--- src/rtl/alu_control_sequencer_pkg.sv ---
// Shared definitions for the ALU control sequencer.
// Contents: the FSM state encoding, opcode constants, ALU codes and the
// opcode decode helpers (R-format / I-format classification and ALU mapping).
package cpu_ctrl_defs;

  typedef enum logic [3:0] {
    ST_IDLE  = 4'd0,
    ST_T0    = 4'd1,
    ST_T1    = 4'd2,
    ST_T2    = 4'd3,
    ST_T3    = 4'd4,
    ST_T4    = 4'd5,
    ST_T5    = 4'd6,
    ST_PRE_A = 4'd7,
    ST_PRE_B = 4'd8,
    ST_PRE_C = 4'd9
  } state_t;

  localparam logic [4:0] OP_ADD  = 5'b00011;
  localparam logic [4:0] OP_SUB  = 5'b00100;
  localparam logic [4:0] OP_AND  = 5'b00101;
  localparam logic [4:0] OP_OR   = 5'b00110;
  localparam logic [4:0] OP_ADDI = 5'b01100;
  localparam logic [4:0] OP_ANDI = 5'b01101;
  localparam logic [4:0] OP_ORI  = 5'b01110;

  localparam logic [4:0] ALU_ADD = 5'b00011;
  localparam logic [4:0] ALU_SUB = 5'b00100;
  localparam logic [4:0] ALU_AND = 5'b00101;
  localparam logic [4:0] ALU_OR  = 5'b00110;

  function automatic logic is_rfmt(input logic [4:0] op);
    case (op)
      OP_ADD, OP_SUB, OP_AND, OP_OR: return 1'b1;
      default:                       return 1'b0;
    endcase
  endfunction

  function automatic logic is_ifmt(input logic [4:0] op);
    case (op)
      OP_ADDI, OP_ANDI, OP_ORI: return 1'b1;
      default:                  return 1'b0;
    endcase
  endfunction

  // R-format opcodes are their own ALU code; immediates map onto the R code.
  function automatic logic [4:0] alu_code(input logic [4:0] op);
    case (op)
      OP_ADDI: return ALU_ADD;
      OP_ANDI: return ALU_AND;
      OP_ORI:  return ALU_OR;
      default: return op;
    endcase
  endfunction

endpackage

--- src/rtl/alu_control_sequencer_mem_wait_counter.sv ---
// Memory wait down-counter.
// Ports: clk, clr (async active-high), load/load_val (preset), dec
// (decrement, saturating at zero), count (current value), zero (count==0).
module mem_wait_counter #(
  parameter int W = 4
) (
  input  logic         clk,
  input  logic         clr,
  input  logic         load,
  input  logic [W-1:0] load_val,
  input  logic         dec,
  output logic [W-1:0] count,
  output logic         zero
);

  // Counter register: load has priority over decrement.
  always_ff @(posedge clk or posedge clr) begin
    if (clr) begin
      count <= {W{1'b0}};
    end else if (load) begin
      count <= load_val;
    end else if (dec && (count != {W{1'b0}})) begin
      count <= count - {{(W-1){1'b0}}, 1'b1};
    end else begin
      count <= count;
    end
  end

  assign zero = (count == {W{1'b0}});

endmodule

--- src/rtl/alu_control_sequencer.sv ---
// Hardwired control unit for the three-bus CPU datapath.
// Sequences fetch/execute of R- and I-format ALU instructions and a register
// preload (memory word at PC into a selected register).
// Inputs: clk, clr (async active-high), run, pre_req, pre_reg, ir.
// Outputs: datapath strobes, op_sel, one-hot R_rd, busy, done, pre_ack, illegal.
module alu_control_sequencer
  import cpu_ctrl_defs::*;
#(
  parameter int REG_SEL_W = 4,
  parameter int MEM_WAIT  = 0,
  parameter int OPSEL_W   = 5
) (
  input  logic                      clk,
  input  logic                      clr,
  input  logic                      run,
  input  logic                      pre_req,
  input  logic [REG_SEL_W-1:0]      pre_reg,
  input  logic [31:0]               ir,
  output logic                      PC_out,
  output logic                      MAR_in,
  output logic                      IncPC,
  output logic                      Zlo_in,
  output logic                      Zlo_out,
  output logic                      PC_in,
  output logic                      Read,
  output logic                      MDR_in,
  output logic                      MDR_out,
  output logic                      IR_in,
  output logic                      Y_in,
  output logic                      Rin,
  output logic                      R_out,
  output logic                      Gra,
  output logic                      Grb,
  output logic                      Grc,
  output logic                      BAout,
  output logic                      C_out,
  output logic [OPSEL_W-1:0]        op_sel,
  output logic [2**REG_SEL_W-1:0]   R_rd,
  output logic                      busy,
  output logic                      done,
  output logic                      pre_ack,
  output logic                      illegal
);

  localparam logic [3:0] WAIT_INIT = 4'(MEM_WAIT);

  state_t               state;
  logic [REG_SEL_W-1:0] pre_reg_q;
  logic [4:0]           opcode;
  logic                 legal;
  logic [3:0]           wait_count;
  logic                 wait_zero;
  logic                 wait_load;
  logic                 wait_dec;
  logic                 unused_ir;

  assign opcode    = ir[31:27];
  assign legal     = is_rfmt(opcode) || is_ifmt(opcode);
  assign unused_ir = ^ir[26:0];

  // The counter is preset in the state just before each memory-read state.
  assign wait_load = (state == ST_T0) || (state == ST_PRE_A);
  assign wait_dec  = (state == ST_T1) || (state == ST_PRE_B);

  mem_wait_counter #(.W(4)) u_wait (
    .clk      (clk),
    .clr      (clr),
    .load     (wait_load),
    .load_val (WAIT_INIT),
    .dec      (wait_dec),
    .count    (wait_count),
    .zero     (wait_zero)
  );

  // Sequencer state and captured preload target.
  always_ff @(posedge clk or posedge clr) begin
    if (clr) begin
      state     <= ST_IDLE;
      pre_reg_q <= {REG_SEL_W{1'b0}};
    end else begin
      case (state)
        ST_IDLE: begin
          if (pre_req) begin
            state     <= ST_PRE_A;
            pre_reg_q <= pre_reg;
          end else if (run) begin
            state <= ST_T0;
          end else begin
            state <= ST_IDLE;
          end
        end
        ST_T0:    state <= ST_T1;
        ST_T1:    state <= wait_zero ? ST_T2 : ST_T1;
        ST_T2:    state <= ST_T3;
        ST_T3:    state <= legal ? ST_T4 : ST_IDLE;
        ST_T4:    state <= ST_T5;
        ST_T5:    state <= run ? ST_T0 : ST_IDLE;
        ST_PRE_A: state <= ST_PRE_B;
        ST_PRE_B: state <= wait_zero ? ST_PRE_C : ST_PRE_B;
        ST_PRE_C: state <= ST_IDLE;
        default:  state <= ST_IDLE;
      endcase
    end
  end

  // Moore strobe decode; op_sel also looks at the opcode during T4.
  always_comb begin
    PC_out  = 1'b0; MAR_in = 1'b0; IncPC = 1'b0; Zlo_in  = 1'b0;
    Zlo_out = 1'b0; PC_in  = 1'b0; Read  = 1'b0; MDR_in  = 1'b0;
    MDR_out = 1'b0; IR_in  = 1'b0; Y_in  = 1'b0; Rin     = 1'b0;
    R_out   = 1'b0; Gra    = 1'b0; Grb   = 1'b0; Grc     = 1'b0;
    BAout   = 1'b0; C_out  = 1'b0;
    op_sel  = {OPSEL_W{1'b0}};
    R_rd    = {(2**REG_SEL_W){1'b0}};
    done    = 1'b0; pre_ack = 1'b0; illegal = 1'b0;
    busy    = (state != ST_IDLE);
    case (state)
      ST_T0: begin
        PC_out = 1'b1; MAR_in = 1'b1; IncPC = 1'b1; Zlo_in = 1'b1;
      end
      ST_T1: begin
        Read = 1'b1; MDR_in = 1'b1;
        // Counter still holds its preset value only in the first T1 cycle.
        if (wait_count == WAIT_INIT) begin
          Zlo_out = 1'b1; PC_in = 1'b1;
        end else begin
          Zlo_out = 1'b0; PC_in = 1'b0;
        end
      end
      ST_T2: begin
        MDR_out = 1'b1; IR_in = 1'b1;
      end
      ST_T3: begin
        if (legal) begin
          Grb = 1'b1; BAout = 1'b1; R_out = 1'b1; Y_in = 1'b1;
        end else begin
          illegal = 1'b1;
        end
      end
      ST_T4: begin
        Zlo_in = 1'b1;
        op_sel = OPSEL_W'(alu_code(opcode));
        if (is_ifmt(opcode)) begin
          C_out = 1'b1;
        end else begin
          Grc = 1'b1; R_out = 1'b1;
        end
      end
      ST_T5: begin
        Zlo_out = 1'b1; Gra = 1'b1; Rin = 1'b1; done = 1'b1;
      end
      ST_PRE_A: begin
        PC_out = 1'b1; MAR_in = 1'b1;
      end
      ST_PRE_B: begin
        Read = 1'b1; MDR_in = 1'b1;
      end
      ST_PRE_C: begin
        MDR_out = 1'b1; IncPC = 1'b1; pre_ack = 1'b1;
        R_rd[pre_reg_q] = 1'b1;
      end
      default: begin
        busy = busy;
      end
    endcase
  end

endmodule

--- config.mk ---
export PLATFORM = sky130hd
export DESIGN_NAME = alu_control_sequencer
export DESIGN_NICKNAME = d
export VERILOG_FILES = /design/src/rtl/alu_control_sequencer_pkg.sv /design/src/rtl/alu_control_sequencer_mem_wait_counter.sv /design/src/rtl/alu_control_sequencer.sv
export SDC_FILE = /design/constraint.sdc
export NUM_CORES = 1
export LEC_CHECK = 0
export CORE_ASPECT_RATIO = 0.75
export CORE_MARGIN = 10
export CORE_UTILIZATION = 29
export CTS_CLUSTER_DIAMETER = 100
export DETAILED_ROUTE_END_ITERATION = 12
export GPL_TIMING_DRIVEN = 0
export MAX_ROUTING_LAYER = met4
export PLACE_DENSITY = 0.77
export SLEW_MARGIN = 10
export SYNTH_ARGS = -nofsm -noshare
export SYNTH_HDL_FRONTEND = slang
export SYNTH_SLANG_ARGS = --single-unit
--- constraint.sdc ---
create_clock -name clk -period 2.3 [get_ports clk]
set_input_delay 0.69 -clock clk [delete_from_list [all_inputs] [get_ports clk]]
set_output_delay 0.69 -clock clk [all_outputs]
set_load 0.05 [all_outputs]
* Yosys cells after proc, flatten, opt, wreduce, memory -nomap -nowiden
Cells that the tools add are included.
Word-level totals: bits in registers 12, input bits 40, output and inout bits 43
Cells by class: $add $sub $neg 1, magnitude comparators 2, equality and inequality tests 16, muxes and demuxes 36, reductions and logical operators 18
Operators with widths (number):
- 4-bit case mux with 9 select lines | 1
- 1-bit two-way mux | 25
- 4-bit by 3-bit == test with 1-bit output (second input constant) | 4
- 16-bit two-way mux | 1
- 5-bit by 3-bit == test with 1-bit output (second input constant) | 3
- 5-bit by 4-bit == test with 1-bit output (second input constant) | 3
- 5-bit case mux with 3 select lines | 1
- 2-bit OR reduction | 5
- 4-bit by 2-bit == test with 1-bit output (second input constant) | 2
- 4-bit == test (second input constant) | 2
- 4-bit logical NOT | 2
- 4-bit two-way mux | 2
- 4-bit nonzero test | 2
- 3-bit two-way mux | 2
- 5-bit by 2-bit == test with 1-bit output (second input constant) | 1
- 4-bit by 5-bit < comparator with 1-bit output (second input constant) | 1
- 5-bit two-way mux | 1
- 1-bit demux with 4-bit select | 1
- 4-bit by 1-bit == test with 1-bit output (second input constant) | 1
- 4-bit by 1-bit >= comparator with 1-bit output (second input constant) | 1
- 1-bit case mux with 2 select lines | 2
- 4-bit OR reduction | 1
- 4-bit by 1-bit subtractor with 4-bit output (second input constant) | 1
- 1-bit logical OR | 3
- other kinds (4) | 5

* Longest topological paths before layout
Gate-level depths: netlist of the first run.
depth in word-level cells 6, depth in mapped cells 6, gate-level depth less buffers 6

* Modules after synthesis
From an unflattened synthesis of the first run, not the netlist that was laid out.
Unflattened totals: cells, all modules 134, area total of the unflattened synthesis 1081.0 µm²
Modules (own cells, without submodules):
- alu_control_sequencer | times used 1, cells an instance 106, area an instance 819.5 µm²
- mem_wait_counter | times used 1, cells an instance 28, area an instance 261.5 µm²

* Least setup slack after synthesis of the first run
OpenSTA, ideal clock, no wires.
path type register to output, from register state[2], to output R_rd[8], data arrival time 2.733 ns, path slack -1.123 ns, cell stages (with the launch flop) 6, path buffers 1, cells stage by stage dfrtp_1 -> buf_2 -> nor3b_2 -> nor2b_1 -> nand3_1 -> nor3_1
On the way: longest elaborated chain between the ends 2
RTL lines:
- start, declared | RTL line alu_control_sequencer.sv:47 | state_t state;
- start signal, assigned | RTL line alu_control_sequencer.sv:93 | ST_T1: state <= wait_zero ? ST_T2 : ST_T1;
- start signal, assigned | RTL line alu_control_sequencer.sv:95 | ST_T3: state <= legal ? ST_T4 : ST_IDLE;
- start signal, assigned | RTL line alu_control_sequencer.sv:97 | ST_T5: state <= run ? ST_T0 : ST_IDLE;
- 4-bit == test | RTL line alu_control_sequencer.sv:117 | case (state)
- 16-bit two-way mux | RTL line alu_control_sequencer.sv:117
- end, declared | RTL line alu_control_sequencer.sv:38 | output logic [2**REG_SEL_W-1:0] R_rd,
Every way passes these cells.

* Final worst setup path of the first run
from input ir[29], to output Grb
On the way: longest elaborated chain between the ends 6
RTL lines:
- start, declared | RTL line alu_control_sequencer.sv:18 | input logic [31:0] ir,
- 5-bit by 2-bit == test with 1-bit output (tied with other cells) | RTL line alu_control_sequencer_pkg.sv:33 | case (op)
- 4-bit OR reduction / 3-bit OR reduction (equally long branches) | RTL line alu_control_sequencer_pkg.sv:33, alu_control_sequencer_pkg.sv:40
- 1-bit two-way mux (on tied branches) | RTL line alu_control_sequencer_pkg.sv:33, alu_control_sequencer_pkg.sv:40
- 1-bit logical OR * | RTL line alu_control_sequencer.sv:58 | assign legal = is_rfmt(opcode) || is_ifmt(opcode);
- 1-bit two-way mux * | RTL line alu_control_sequencer.sv:134 | if (legal) begin
- 1-bit two-way mux * | RTL line alu_control_sequencer.sv:117
- end, declared | RTL line alu_control_sequencer.sv:33 | output logic Grb,
Mark *: on every way between the ends. The rest lies on a longest branch, timed or not.

==> run metrics, run 1 <==
run status complete, but fails checks; violated checks setup timing; cell count after synthesis 128; Tmin final 2709 ps; vias in the first global route 1362; Max-cap violations 0; Syn Std Cell Area 963.4 sq um; multiplexer area fraction after synthesis 4.675%; Setup-failing EPs final 24; crit path DAT 2020 ps; DR WL/cell 16.84 um; CP max stage delay 520 ps; Root Driver clkbuf_8; Comb pwr share 73.9%; Int Pwr 1.195 mW; first-pass GRT wire length 6.734 mm; die height 69.92 um; worst-path cell chain buf_6 -> and4bb_1 -> o21ai_2 -> or4_4 -> clkinvlp_4 -> buf_8 -> buf_8; routed vias/inst 5.049; period utilization 117.8%; initial DRC count 110; Final HPWL DP 2.716 mm; Crit Path Max Fanout 3; ANT cells 0; largest net degree at the start of global routing 13; DIE AREA 6051 sq um; Port-buffer cells 55; placed cell count 223; layout cell share with drive strength beyond 1 71.43%; worst hold path depth 1; Max VDD drop 0.8912 mV; CTS tree done; cell family contributing the most delay on the critical path simple AND/OR/NAND/NOR gates; initial antenna violation count 0; total number of vias 1333; CP startpoint kind input pin; Hold Crit Class reg2reg; worst hold-check slack 601.4 ps; Horiz. Die Dim 86.56 um; clk slew on worst S/H paths 60 ps; area delta synth->final 146.9%; Total GRT Usage 13.70%; Finished Layout Cells 264; R2R depth 16; sequential share of the synthesized area 31.17%; sw power 1.432 mW; Worst Skew 2.484 ps; largest family of logic cells by synthesized area simple AND/OR/NAND/NOR gates; final worst slack -408.6 ps; reg-to-reg slack, setup 160 ps; worst-margin pin slew 489.2 ps; Synth Area in XOR/XNOR 1.818%; Worst path most repeated cell buf_8; reg-to-reg endpoint u_wait.count[2]; Mean Syn Cell Area 7.527 sq um; drt total wl 4.445 mm; # rows 18; Placer Congestion 0.8260; Final nets 267; #FFs+latches synth 12; power per cell area 1104 nW/um^2; hold_sp u_wait.count[2]; Simple-Gate Fraction of Synth Area 42.34%; CP bufs+invs 4; slowest CP cell or4_4; clk buf depth 2; Final ANT Viol Nets 0; H-tree levels 1; R2R Path Start u_wait.count[0]; clk_lat worst skew 250 ps; Compound-Gate Fraction of Synth Area 7.792%; Worst setup EP type primary output; Highest Clock Rate 0.3692 GHz; final hold violations 0; CTS Buf Count 3; total grt overflow 0; CTS Hold Bufs 0; synth unique cells 36; Sw Ratio 54.51%; Mapped Nets 170; RSZ-0062 raised after global routing yes; Yosys warning count 0; Core Box Area 3243 sq um; WP data required 1610 ps; Post-Synth Adder-Cell Area 2.597%; clock sink count 12; Slew headroom 67.35%; CP Class in2out; Seq pwr share 16.9%; IO Count 83; Leak 1.025 nW; hold path endpoint u_wait.count[2]; Slew Viols, Final 0; drt drc 0; Clk pwr share 9.1%; first-pass iteration count of the detailed router 5; starting density of the core 29.71%
-- power groups by stage --
stage,sequential [mW],combinational (mW),clock [mW]
after floorplan,0.396,1.15,0
after global placement,0.412,1.55,0
after detailed placement,0.417,1.56,0
after CTS,0.417,1.64,0.243
after global routing,0.462,2.04,0.255
final,0.445,1.94,0.240
-- per-stage QoR --
stage / TNS, ps / total power, mW / cell area (sq um) / setup slack [ps] / util (%)
2_1_floorplan: -6767 / 1.544 / 1159 / -360.7 / -
3_3_place_gp: -24750 / 1.960 / 1759 / -1533 / 54.24
3_5_place_dp: -26290 / 1.977 / 1759 / -1558 / 54.24
4_1_cts: -3401 / 2.297 / 2137 / -433.9 / 65.90
5_1_grt: -6537 / 2.757 / 2379 / -445.3 / 73.34
6_report: -4159 / 2.627 / 2379 / -408.6 / 73.34
-- per-layer routing --
metal / part of all wire, % / vias up / track usage, % / routed length, um
met2: 53 / 47 / 23.49 / 2340
met5: 0 / - / - / 0
li1: - / 629 / - / -
met3: 5.1 / 8 / 3.708 / 226
met4: 1.5 / 0 / 3.052 / 65
met1: 41 / 649 / 15.46 / 1813
-- cell families (layout without fill, tap and decap cells) --
| group | after synthesis | after routing |
|---|---|---|
| simple gates | 78 | 78 |
| compound gates | 12 | 12 |
| mux | 4 | 4 |
| fa+ha+maj | 2 | 2 |
| buf+inv | 18 | 114 |
| xor+xnor | 2 | 2 |
| flops | 12 | 12 |
-- cells in the mapped netlist (all sizes together) --
cell type / number / area share, %
o41ai: 1 / 0.91
nand3b: 3 / 2.3
clkbuf: 2 / 0.78
nand2b: 5 / 3.2
buf: 8 / 5.7
nand2: 4 / 1.6
or2: 1 / 0.65
inv: 8 / 3.1
nor3: 6 / 3.1
and3: 1 / 0.65
a21o: 1 / 0.78
mux2: 4 / 4.7
a21boi: 1 / 0.78
a32oi: 1 / 0.91
and2: 3 / 1.9
or3: 2 / 1.3
ha: 2 / 2.6
nor4: 1 / 0.65
a211oi: 1 / 0.78
and4bb: 1 / 1.3
nand3: 9 / 4.7
a21oi: 1 / 0.52
or4: 1 / 0.78
nand4: 2 / 1.3
xnor2: 1 / 0.91
xor2: 1 / 0.91
dfrtp: 12 / 31
nor2: 31 / 12
o21ai: 6 / 3.1
nor3b: 4 / 3.6
nor4b: 1 / 0.91
or3b: 1 / 0.91
nor2b: 2 / 1.3
-- registers in the layout, summed over array words and instances (netlist names) --
register and flops:
pre_reg_q 4, state 4, u_wait.count 4
-- placed cells by master, fill, tap and decap left out, drive strengths merged, types with 2 or more instances in the layout --
master	Yosys	layout
clkbuf	2	9
nor3	6	6
nand4	2	2
or3	2	2
nor2b	2	2
nand3	9	9
nor2	31	31
nand2	4	4
buf	8	89
nand2b	5	5
clkinvlp	0	2
and2	3	3
nand3b	3	3
nor3b	4	4
inv	8	6
clkdlybuf4s50	0	7
ha	2	2
dfrtp	12	12
mux2	4	4
o21ai	6	6
-- how the worst max path moves through the flow --
| stage | from | end | slack, ps | depth (start not counted) |
|---|---|---|---|---|
| finish | ir[29] | Grb | -410 | 7 |
| global route | ir[29] | Y_in | -450 | 7 |
| floorplan | state[2] | R_rd[8] | -360 | 5 |
| global placement | ir[27] | Grb | -1530 | 7 |
| CTS | ir[29] | Grb | -430 | 7 |
| detailed placement | ir[27] | Grb | -1560 | 7 |
-- repair_timing --
action / in CTS / in global routing
cloned: 0 / 0
pin swaps: 13 / 19
setup endpoints to repair: 43 / 44
buffers inserted: 30 / 12
gates resized for setup: 313 / 72
hold endpoints to repair: 0 / 0
-- final cells by class --
type | count | area [sq um]
clock buffers | 4 | 55.05
repair buffers | 92 | 910.9
plain buffers | 10 | 103.9
well taps | 40 | 50.05
flip-flops and latches | 12 | 304.0
inverters | 8 | 37.54
multi-input cells | 98 | 917.1
fillers | 220 | 864.6
Power figures use the tool's default switching activity.
==> run 2: changes to the inputs <==
ABC_AREA = 1   (was unset)
CAP_MARGIN = 0   (was unset)
PLACE_DENSITY = 0.76   (was 0.77)
==> run metrics, run 2 <==
die height 70.50 um; vias in the first global route 1154; placed cell count 257; Worst setup EP type primary output; DR WL/cell 13.55 um; # rows 18; Total GRT Usage 11.21%; total number of vias 1193; Max VDD drop 0.8362 mV; Port-buffer cells 55; #FFs+latches synth 12; CP Class reg2out; Leak 0.9415 nW; CP max stage delay 470 ps; Synth top area share 30.46%; Setup-failing EPs final 0; power per cell area 1256 nW/um^2; slowest CP cell dfrtp_2; most common cell in the netlist nand2_1; Syn Std Cell Area 985.9 sq um; R2R Path Start state[0]; drt total wl 3.592 mm; M2 GR Usage 17.18%; total chip power 2.322 mW; Tmin final 2272 ps; Final nets 268; sequential share of the synthesized area 30.46%; reg-to-reg slack, setup 990 ps; WP data required 1610 ps; grt met3 use 5.330%; first-pass iteration count of the detailed router 4; H-tree levels 1; layout cell share with drive strength beyond 1 50.22%; drt drc 0; Placer Congestion 0.9113; clock sink count 12; Area contributors post-synth dfrtp_1, nand2_1, nor2_1; clk buf depth 2; clk_lat worst skew 250 ps; Worst Skew 3.419 ps; total grt overflow 0; Highest Clock Rate 0.4401 GHz; Mean Syn Cell Area 6.086 sq um; starting density of the core 29.98%; GRT busiest layer met2; cell count after synthesis 162; most common cell after layout, fill and taps aside nand2_1; worst-margin pin slew 511.0 ps; Root Driver clkbuf_8; first-pass GRT wire length 5.547 mm; setup TNS 0 ps; Horiz. Die Dim 87.33 um; DP Worst Slack -1029 ps; worst hold path depth 2; IO Count 83; Worst path most repeated cell nor2_4; post-synth top area cell dfrtp_1; period utilization 98.80%; final hold violations 0; Async SR Flop Fraction 100.0%; R2R depth 5; area delta synth->final 87.56%; initial antenna violation count 0; Max-cap violations 0; met1 usage in global routing 12.66%; CTS Buf Count 3; hold path endpoint u_wait.count[1]; Final HPWL DP 2.572 mm; top flop regs pre_reg_q x4, state x4, u_wait.count x4; DIE AREA 6156 sq um; Post-synth top cells nand2_1, nor2_1, inv_1; reg-to-reg endpoint pre_reg_q[2]; Hold Crit Class reg2reg; crit path DAT 1580 ps; clk slew on worst S/H paths 60 ps; CP startpoint kind register; CTS Hold Bufs 0; Crit Path Max Fanout 6; Finished Layout Cells 265; largest net degree at the start of global routing 13; initial DRC count 24; Slew Viols, Final 0; Mapped Nets 204; final worst slack 27.65 ps; CTS tree done; Slew headroom 66.07%; hold_sp u_wait.count[1]; Yosys warning count 0; routed vias/inst 4.502; ANT cells 0; most frequent cells in the layout nand2_1, buf_6, inv_1; Post-synth EDFFs 0; Most used DFF post-synth dfrtp_1; Core Box Area 3288 sq um; Final ANT Viol Nets 0; synth unique cells 18; worst-path cell chain nor2_4 -> inv_1 -> nor2_4 -> nand3_4 -> buf_4 -> nand2_1 -> buf_6; run status finished, final reports clean
-- run 2: logic make-up (layout without fill, tap and decap cells) --
family                     count (synthesis)  in the layout  synth area share (%)
and+or+nand+nor                          105            105                 46.83
buffers and inverters                     34             97                 15.23
DFF                                       12             12                 30.46
AOI/OAI and AO/OA                          8              8                 4.060
adders and majority gates                  2              2                 2.538
xor gates and xnor gates                   1              1                0.8885
-- run 2: layout make-up --
cell class | count | area, sq um
multi-input combinational | 116 | 710.7
timing repair buffer | 59 | 558.0
buffer | 6 | 56.30
fill | 294 | 1439
clock buffer | 4 | 55.05
inverter | 28 | 113.9
tap | 40 | 50.05
sequential | 12 | 305.3
-- run 2: through the flow --
stage	cell area, sq um	util [%]	hold slack (ps)
final	1849	56.24	527.0
after CTS	1729	52.59	520.8
after global routing	1849	56.24	561.8
after global placement	1619	49.24	498.8
after detailed placement	1619	49.24	502.6
after floorplan	1018	-	476.3
-- run 2: how the worst max path moves through the flow --
stage,end,cells past startpoint,slack (ps),startpoint
2_1_floorplan,R_rd[0],7,-150,state[1]
4_1_cts,Y_in,9,-70,ir[28]
3_5_place_dp,Y_in,9,-1030,ir[28]
6_report,R_out,7,30,state[0]
5_1_grt,R_out,7,-30,state[0]
3_3_place_gp,Y_in,9,-1020,ir[27]
-- run 2: where the power goes --
| group | leakage (nW) | switching, mW | total, mW | internal, mW |
|---|---|---|---|---|
| combinational | 0.766 | 1.14 | 1.63 | 0.498 |
| clock | 0.0288 | 0.0870 | 0.239 | 0.152 |
| sequential | 0.146 | 0.134 | 0.448 | 0.315 |
-- run 2: what timing repair did --
action	in CTS	in global routing
buffers inserted	2	2
setup endpoints to repair	43	41
pin swaps	6	7
gates resized for setup	256	62
-- run 2: critical path: cells and delay by family, from the launching register on --
kind | cells | cell delay, ps
simple gates | 4 | 470
flops | 1 | 470
buf+inv | 3 | 390
-- run 2: layer usage --
layer	routed length (um)	part of all wire (%)
met5	0	0
met4	53	1.5
met3	339	9.4
met2	1705	47
met1	1493	42
==> run 3: changes to the inputs <==
ABC_CLOCK_PERIOD_IN_PS = 2300   (was unset)
==> results of run 3 <==
Final layout, timing and power as in run 2 (identical DEF).
